`src/rtl/conv_layer_sched_if.sv`:
```
// Host/loader/MAC-array signal bundle for the layer scheduler.
// The master side is the host and its peers; the slave side is the scheduler.
interface conv_layer_sched_if #(
  parameter int AW = 4
);
  logic          cfg_wen;
  logic [AW-1:0] cfg_waddr;
  logic [31:0]   cfg_wdata;
  logic          sched_start;
  logic [AW:0]   layer_num;
  logic          wload_req;
  logic          wload_done;
  logic          conv_start;
  logic          conv_done;
  logic [7:0]    in_ch;
  logic [7:0]    out_ch;
  logic [15:0]   map_size;
  logic [AW-1:0] cur_layer;
  logic          busy;
  logic          sched_done;
  logic          err;

  modport master (
    output cfg_wen, cfg_waddr, cfg_wdata, sched_start, layer_num, wload_done, conv_done,
    input  wload_req, conv_start, in_ch, out_ch, map_size, cur_layer, busy, sched_done, err
  );

  modport slave (
    input  cfg_wen, cfg_waddr, cfg_wdata, sched_start, layer_num, wload_done, conv_done,
    output wload_req, conv_start, in_ch, out_ch, map_size, cur_layer, busy, sched_done, err
  );
endinterface

```
`src/rtl/conv_layer_sched.sv`:
```
// Layer-level scheduler: walks a host-written descriptor table, driving weight loads
// and MAC-array conv runs one layer at a time.
module conv_layer_sched #(
  parameter int LAYER_MAX = 16,
  parameter int AW        = 4
) (
  input logic               clk,
  input logic               rst,
  conv_layer_sched_if.slave bus
);

  typedef enum logic [2:0] {
    IDLE,
    LOAD_W,
    START,
    RUN,
    NEXT,
    DONE
  } state_t;

  state_t        state, state_nx;
  logic [31:0]   desc_table [LAYER_MAX];
  logic [AW-1:0] idx, last_idx, idx_nx;
  logic [31:0]   desc_nx;
  logic [7:0]    in_ch_q, out_ch_q;
  logic [15:0]   map_size_q;
  logic          err_q;
  logic          start_ok, start_bad, last_layer, load_cfg;
  logic          wload_req_c, conv_start_c, busy_c, sched_done_c;

  assign start_ok   = bus.sched_start && (bus.layer_num != '0) &&
                      (bus.layer_num <= (AW+1)'(LAYER_MAX));
  assign start_bad  = bus.sched_start && !start_ok;
  assign last_layer = (idx == last_idx);
  assign idx_nx     = (state == IDLE) ? '0 : idx + 1'b1;
  assign desc_nx    = desc_table[idx_nx];
  assign load_cfg   = ((state == IDLE) && start_ok) || ((state == NEXT) && !last_layer);

  // Descriptor storage is deliberately not reset so a reset mid-run keeps the table.
  always_ff @(posedge clk) begin
    if (bus.cfg_wen && (state == IDLE))
      desc_table[bus.cfg_waddr] <= bus.cfg_wdata;
  end

  always_ff @(posedge clk or posedge rst) begin
    if (rst) state <= IDLE;
    else     state <= state_nx;
  end

  always_comb begin
    state_nx     = state;
    wload_req_c  = 1'b0;
    conv_start_c = 1'b0;
    busy_c       = 1'b1;
    sched_done_c = 1'b0;
    case (state)
      IDLE: begin
        busy_c = 1'b0;
        if (start_ok) state_nx = LOAD_W;
      end
      LOAD_W: begin
        wload_req_c = 1'b1;
        if (bus.wload_done) state_nx = START;
      end
      START: begin
        conv_start_c = 1'b1;
        state_nx     = RUN;
      end
      RUN: begin
        if (bus.conv_done) state_nx = NEXT;
      end
      NEXT: begin
        state_nx = last_layer ? DONE : LOAD_W;
      end
      DONE: begin
        sched_done_c = 1'b1;
        state_nx     = IDLE;
      end
      default: state_nx = IDLE;
    endcase
  end

  // last_idx holds num-1 so the AW-bit index never has to represent LAYER_MAX itself.
  always_ff @(posedge clk or posedge rst) begin
    if (rst) begin
      idx        <= '0;
      last_idx   <= '0;
      in_ch_q    <= '0;
      out_ch_q   <= '0;
      map_size_q <= '0;
      err_q      <= 1'b0;
    end else begin
      err_q <= (state == IDLE) && start_bad;
      if ((state == IDLE) && start_ok)
        last_idx <= AW'(bus.layer_num - 1'b1);
      if (load_cfg) begin
        idx        <= idx_nx;
        in_ch_q    <= desc_nx[7:0];
        out_ch_q   <= desc_nx[15:8];
        map_size_q <= desc_nx[31:16];
      end
    end
  end

  assign bus.wload_req  = wload_req_c;
  assign bus.conv_start = conv_start_c;
  assign bus.busy       = busy_c;
  assign bus.sched_done = sched_done_c;
  assign bus.err        = err_q;
  assign bus.in_ch      = in_ch_q;
  assign bus.out_ch     = out_ch_q;
  assign bus.map_size   = map_size_q;
  assign bus.cur_layer  = idx;

endmodule

```
`src/flat_wrapper.sv`:
```
// flat-port wrapper written by rule: the top's interface ports become plain ports
module conv_layer_sched_flat 
#(
  parameter int LAYER_MAX = 16,
  parameter int AW        = 4
)
  (clk, rst, bus_cfg_wen, bus_cfg_waddr, bus_cfg_wdata, bus_sched_start, bus_layer_num, bus_wload_done, bus_conv_done, bus_wload_req, bus_conv_start, bus_in_ch, bus_out_ch, bus_map_size, bus_cur_layer, bus_busy, bus_sched_done, bus_err);
  conv_layer_sched_if #(.AW(AW)) bus_i ();
  input logic clk;
  input logic rst;
  input wire logic [$bits(bus_i.cfg_wen)-1:0] bus_cfg_wen;
  input wire logic [$bits(bus_i.cfg_waddr)-1:0] bus_cfg_waddr;
  input wire logic [$bits(bus_i.cfg_wdata)-1:0] bus_cfg_wdata;
  input wire logic [$bits(bus_i.sched_start)-1:0] bus_sched_start;
  input wire logic [$bits(bus_i.layer_num)-1:0] bus_layer_num;
  input wire logic [$bits(bus_i.wload_done)-1:0] bus_wload_done;
  input wire logic [$bits(bus_i.conv_done)-1:0] bus_conv_done;
  output wire logic [$bits(bus_i.wload_req)-1:0] bus_wload_req;
  output wire logic [$bits(bus_i.conv_start)-1:0] bus_conv_start;
  output wire logic [$bits(bus_i.in_ch)-1:0] bus_in_ch;
  output wire logic [$bits(bus_i.out_ch)-1:0] bus_out_ch;
  output wire logic [$bits(bus_i.map_size)-1:0] bus_map_size;
  output wire logic [$bits(bus_i.cur_layer)-1:0] bus_cur_layer;
  output wire logic [$bits(bus_i.busy)-1:0] bus_busy;
  output wire logic [$bits(bus_i.sched_done)-1:0] bus_sched_done;
  output wire logic [$bits(bus_i.err)-1:0] bus_err;
  assign bus_i.cfg_wen = bus_cfg_wen;
  assign bus_i.cfg_waddr = bus_cfg_waddr;
  assign bus_i.cfg_wdata = bus_cfg_wdata;
  assign bus_i.sched_start = bus_sched_start;
  assign bus_i.layer_num = bus_layer_num;
  assign bus_i.wload_done = bus_wload_done;
  assign bus_i.conv_done = bus_conv_done;
  assign bus_wload_req = bus_i.wload_req;
  assign bus_conv_start = bus_i.conv_start;
  assign bus_in_ch = bus_i.in_ch;
  assign bus_out_ch = bus_i.out_ch;
  assign bus_map_size = bus_i.map_size;
  assign bus_cur_layer = bus_i.cur_layer;
  assign bus_busy = bus_i.busy;
  assign bus_sched_done = bus_i.sched_done;
  assign bus_err = bus_i.err;
  conv_layer_sched #(.LAYER_MAX(LAYER_MAX), .AW(AW)) u_core (.clk(clk), .rst(rst), .bus(bus_i));
endmodule
```
`config.mk`:
```
export PLATFORM = sky130hd
export DESIGN_NAME = conv_layer_sched_flat
export DESIGN_NICKNAME = d
export VERILOG_FILES = /design/src/rtl/conv_layer_sched_if.sv /design/src/rtl/conv_layer_sched.sv /design/src/flat_wrapper.sv
export SDC_FILE = /design/constraint.sdc
export NUM_CORES = 1
export LEC_CHECK = 0
export CORE_ASPECT_RATIO = 1.75
export CORE_UTILIZATION = 39
export DETAILED_ROUTE_END_ITERATION = 10
export DONT_BUFFER_PORTS = 1
export PLACE_DENSITY_LB_ADDON = 0.1
export SKIP_CTS_REPAIR_TIMING = 1
export SLEW_MARGIN = 20
export SYNTH_ARGS = -nofsm -noshare
export SYNTH_HDL_FRONTEND = slang
export SYNTH_SLANG_ARGS = --single-unit
```
`constraint.sdc`:
```
create_clock -name clk -period 11.85 [get_ports clk]
set_input_delay 0.5925 -clock clk [delete_from_list [all_inputs] [get_ports clk]]
set_output_delay 0.5925 -clock clk [all_outputs]
set_load 0.02 [all_outputs]
```
After elaboration in Yosys (flattened, before gate mapping)
Memories as Yosys holds them, arrays and structs flattened. A register that Yosys moved wholly into a read port is not among the register bits.
Cells that the tools add are included.
W data, S select, Z words.
{"block": "classes", "add_sub_neg": 2, "n_lt_le_gt_ge": 1, "n_eq_ne": 9, "muxes": 12, "n_reduce_logical": 13}
{"operator": "$pmux W3 S5", "count": 1}
{"operator": "$mux W3", "count": 4}
{"operator": "$logic_and A1 B1 Y1", "count": 7}
{"operator": "$eq A3 B2 Y1 const B", "count": 2}
{"operator": "$eq A3 B3 Y1 const B", "count": 2}
{"operator": "$mux W1", "count": 6}
{"operator": "$le A5 B5 Y1 const B", "count": 1}
{"operator": "$reduce_bool A5 Y1", "count": 1}
{"operator": "$add A4 B1 Y4 const B", "count": 1}
{"operator": "$eq A4 B4 Y1", "count": 1}
{"operator": "$mux W4", "count": 1}
{"operator": "$ne A2 B2 Y1 const B", "count": 2}
{"operator": "$sub A4 B1 Y4 const B", "count": 1}
{"operator": "$eq A3 B1 Y1 const B", "count": 1}
{"operator": "$logic_not A3 Y1", "count": 1}
{"operator": "$reduce_and A3 Y1", "count": 1}
{"operator": "$logic_not A1 Y1", "count": 2}
{"operator": "$ne A2 B1 Y1 const B", "count": 1}
{"operator": "$logic_or A1 B1 Y1", "count": 1}
{"block": "word_totals", "regBits": 12, "mem_bits_rw": 512, "output_inout_bits": 41, "word_cells": 42, "memories": 1}
{"memory": "u_core.desc_table", "words": 16, "word_bits": 32, "rd": 1, "rd_ports_with_merged_regs": 1, "wr": 1, "line": "conv_layer_sched.sv:22", "text": "logic [31:0] desc_table [LAYER_MAX];"}

Logic depth before layout (Yosys ltp)
{"block": "depth", "ltp_word": 6, "mapped_depth": 9, "depth_no_buf": 7}

Worst setup path after synthesis
OpenSTA, ideal clock, no wires.
{"block": "synth_timing", "path_kind": "register to register", "start": "reg u_core.state[0]", "end": "mem u_core.desc_table[0][0] (enable)", "arrival_ns": 3.908, "required_ns": 11.389, "path_slack_ns": 7.481, "path_stages_with_launch": 7, "period_less_slack_ns": 4.369, "cell_sequence": "dfrtp_1 buf_6 nor3_4 inv_2 buf_2 or4b_4 nor3_1"}
{"block": "synth_between", "elab_chain_cells": 4}
{"item": "from (decl)", "line": "conv_layer_sched.sv:21", "text": "state_t state, state_nx;"}
{"item": "from (signal assigned)", "line": "conv_layer_sched.sv:47", "text": "else state <= state_nx;"}
{"item": "$logic_not A3 Y1", "line": "conv_layer_sched.sv:41", "text": "if (bus.cfg_wen && (state == IDLE))"}
{"item": "$logic_and A1 B1 Y1", "line": "conv_layer_sched.sv:41"}
{"item": "$mux W1", "line": "conv_layer_sched.sv:41"}
{"item": "$mux W1 (implied by the code)", "line": "conv_layer_sched.sv:42", "text": "desc_table[bus.cfg_waddr] <= bus.cfg_wdata;"}
{"item": "to (decl)", "line": "conv_layer_sched.sv:22"}
No other way between the ends.

Worst setup path in the final report
{"block": "layout_timing", "start": "reg u_core.idx[0] (netlist: u_core.bus.cur_layer[0])", "end": "reg u_core.in_ch_q[1] (netlist: u_core.bus.in_ch[1]), read port of u_core.desc_table"}
{"block": "layout_between", "elab_chain_cells": 4}
{"item": "from (decl)", "line": "conv_layer_sched.sv:23", "text": "logic [AW-1:0] idx, last_idx, idx_nx;"}
{"item": "from (signal assigned)", "line": "conv_layer_sched.sv:97", "text": "idx <= idx_nx;"}
{"item": "parallel branches: the longest is 4 deep, another holds $add A4 B1 Y4"}
{"item": "to (decl)", "line": "conv_layer_sched.sv:25", "text": "logic [7:0] in_ch_q, out_ch_q;"}
Parallel ways; which one is timed is not known.
A chain may end at the register's enable or synchronous reset.

==> results.json <==
{
  "place.gp.congestion": 0.7234,
  "p_total_mw": 5.945,
  "nets": 1292,
  "routedWlPerCell_um": 28.55,
  "dieWidth_um": 180.0,
  "dieArea_sq_um": 56440,
  "worstMarginPinSlew_ns": 1.057,
  "relSlewSlack": 0.2956,
  "drt_iter0_drc": 915,
  "layout_common_cells": "512 x edfxtp_1, 63 x a22oi_1, 62 x mux2i_1, 52 x clkbuf_16, 45 x nand2_1",
  "insertion_delay_ns": 0.60,
  "cts_tree": "built",
  "regToRegStartpoint": "u_core.bus.cur_layer[0]",
  "crit_end": "u_core.bus.in_ch[1]",
  "antenna_found_initial": 0,
  "grt_pass1_wl_mm": 82.54,
  "vias": 11446,
  "setup_viol": 0,
  "reg2reg_slack_ns": 7.78,
  "grt_pass1_vias": 12107,
  "rows": 113,
  "hold_path_class": "in -> reg",
  "io_pins": 88,
  "core-area_sq_um": 54570,
  "syn_area_sq_um": 21630,
  "firstDrtPassIters": 5,
  "fin_area_sq_um": 24250,
  "path_class": "reg -> reg",
  "fin_tns_setup_ns": 0,
  "timing_hold_violations_final": 0,
  "clock-sinks": 556,
  "endpoint_kind": "flip-flop",
  "avgSynthCellArea_sq_um": 17.33,
  "slowest_delay_ns": 0.98,
  "netlist_instances": 1248,
  "status": "complete, no violations",
  "max-vdd-ir-drop_mv": 0.3305,
  "drc_errors": 0,
  "synth-main-ff-cell": "edfxtp_1",
  "clk_path_buf_depth": 3,
  "root_buffer": "clkbuf_16",
  "grt_max_degree": 134,
  "crit_required_ns": 12.34,
  "initial_core_util": 0.3963,
  "period_share": 0.3435,
  "clkSlewWorstSetupHoldPaths_ns": 0.07,
  "cellPowerDensity_nw_per_um2": 245.2,
  "r2r_end": "u_core.bus.in_ch[1]",
  "yosysWarningCount": 0,
  "die_h_um": 313.5,
  "min_period_ns": 4.070,
  "syn_nets": 1297,
  "fmax_mhz": 245.7,
  "area.growth.synth_to_final_pct": 12.11,
  "slew_viol_final": 0,
  "antenna_left": 0,
  "track_usage": 0.2022,
  "cp_top_family": "compound AO/OA/AOI/OAI gates",
  "final_common_cell": "edfxtp_1",
  "cap_violations": 0,
  "critical-path-slowest-cell": "dfrtp_4",
  "antenna_cells": 0,
  "dpl_cell_area_sq_um": 22530,
  "drive_gt1_frac": 0.1610,
  "cts_buffers": 51,
  "routed_via_density": 5.793,
  "startpoint": "u_core.bus.cur_layer[0]",
  "synth_seq_cells": 556,
  "grt_overflow": 0,
  "synth_edf_count": 512,
  "r2r_cells": 6,
  "crit_chain": "ha_4, o21ai_4, buf_4, a22oi_1, or3_1, o311ai_1",
  "io_buffer_count": 0,
  "synth-seq-area-share": 0.7618,
  "finClkSkew_ns": 0.02191,
  "cp_max_fo": 69,
  "critPathBufInv": 1,
  "dp_hpwl_mm": 29.00,
  "synth_cell_types": 51,
  "drt-total-wl_mm": 56.41,
  "path_depth": 6,
  "leakagePower_nw": 7.657,
  "rsz0062_at_grt": "no",
  "htree_levels": 2,
  "arrival_ns": 4.56,
  "cp-start-kind": "flip-flop",
  "async_flop_share": 0.07914
}
[layer usage]
layer,track usage,share of wire
met5,0,0
met4,0.07440,0.033
met3,0.02792,0.039
met2,0.3895,0.55
met1,0.2244,0.38
[worst reg2reg max path: stages, from the launching register on]
cell	delay [ns]
dfrtp_4	0.98
ha_4	0.55
o21ai_4	0.88
buf_4	0.87
a22oi_1	0.26
or3_1	0.35
o311ai_1	0.09
[sequential cells by signal, indices dropped and copies added, names as in the netlist]
| register | cells |
|---|---|
| u_core.state | 3 |
| u_core.bus.in_ch | 8 |
| u_core.last_idx | 4 |
| u_core.bus.out_ch | 8 |
| u_core.bus.err | 1 |
| u_core.bus.cur_layer | 4 |
| u_core.bus.map_size | 16 |
| u_core.desc_table | 512 |
[cell usage after synthesis, drive strengths merged, types with 4 or more instances]
cell type	instances	area (sq um)
xnor2	8	70.07
mux2i	62	620.6
buf	43	225.2
nor3	7	46.30
o311ai	31	271.5
a21oi	33	165.2
nor2	50	187.7
nand2	46	180.2
edfxtp	512	15370
dfrtp	44	1101
a22oi	63	473.0
mux4	33	743.2
mux2	33	371.6
a31oi	33	212.7
nand2b	4	32.53
a221o	31	310.3
inv	7	26.27
o211ai	32	240.2
nand3	34	175.2
clkbuf	45	170.2
o21ai	41	209.0
or3	31	193.9
[cells by family (layout without fill, tap and decap cells)]
logic type,count (synthesis),after routing,share of synthesized area
buf+inv,95,133,0.01949
compound gates,272,272,0.09077
flops,556,556,0.7618
mux,128,128,0.08024
simple gates,185,185,0.04252
xor+xnor,10,10,0.004050
fa+ha+maj,2,2,0.001157
[worst min path at each step]
stage | start | endpoint | slack (ns) | depth (start not counted)
after floorplan | u_core.last_idx[0] | u_core.last_idx[0] | 0.47 | 2
after detailed placement | u_core.last_idx[3] | u_core.last_idx[3] | 0.50 | 2
final | bus_cfg_wdata[26] | u_core.desc_table[0][26] | 0.09 | 0
after CTS | bus_cfg_wdata[15] | u_core.desc_table[14][15] | 0.05 | 0
after global placement | u_core.last_idx[3] | u_core.last_idx[3] | 0.49 | 2
after global routing | bus_cfg_wdata[12] | u_core.desc_table[3][12] | 0.06 | 0
[where the power goes]
group          internal (mW)  leakage [nW]  switching [mW]  total (mW)
logic                  0.656          1.66            1.14        1.80
registers               2.24          5.15           0.211        2.45
clock network          0.972         0.847           0.721        1.69
[cell type report]
type / count / area [sq um]
clock buffers: 72 / 1466
multi-input cells: 597 / 4918
fillers: 4773 / 30330
inverters: 7 / 27.53
flip-flops and latches: 556 / 16480
repair buffers: 30 / 237.7
well taps: 690 / 863.3
clock inverters: 24 / 254.0
[metrics by stage]
step / std cells / utilization / setup WS [ns] / hold slack (ns)
finish: 1976 / 0.4443 / 7.780 / 0.08711
CTS: 1976 / 0.4443 / 7.727 / 0.04770
global placement: 1880 / 0.4127 / 7.853 / 0.4908
global route: 1976 / 0.4443 / 7.531 / 0.06165
floorplan: 1248 / - / 7.481 / 0.4702
detailed placement: 1880 / 0.4128 / 7.746 / 0.4972
(Power assumes the default switching activity.)
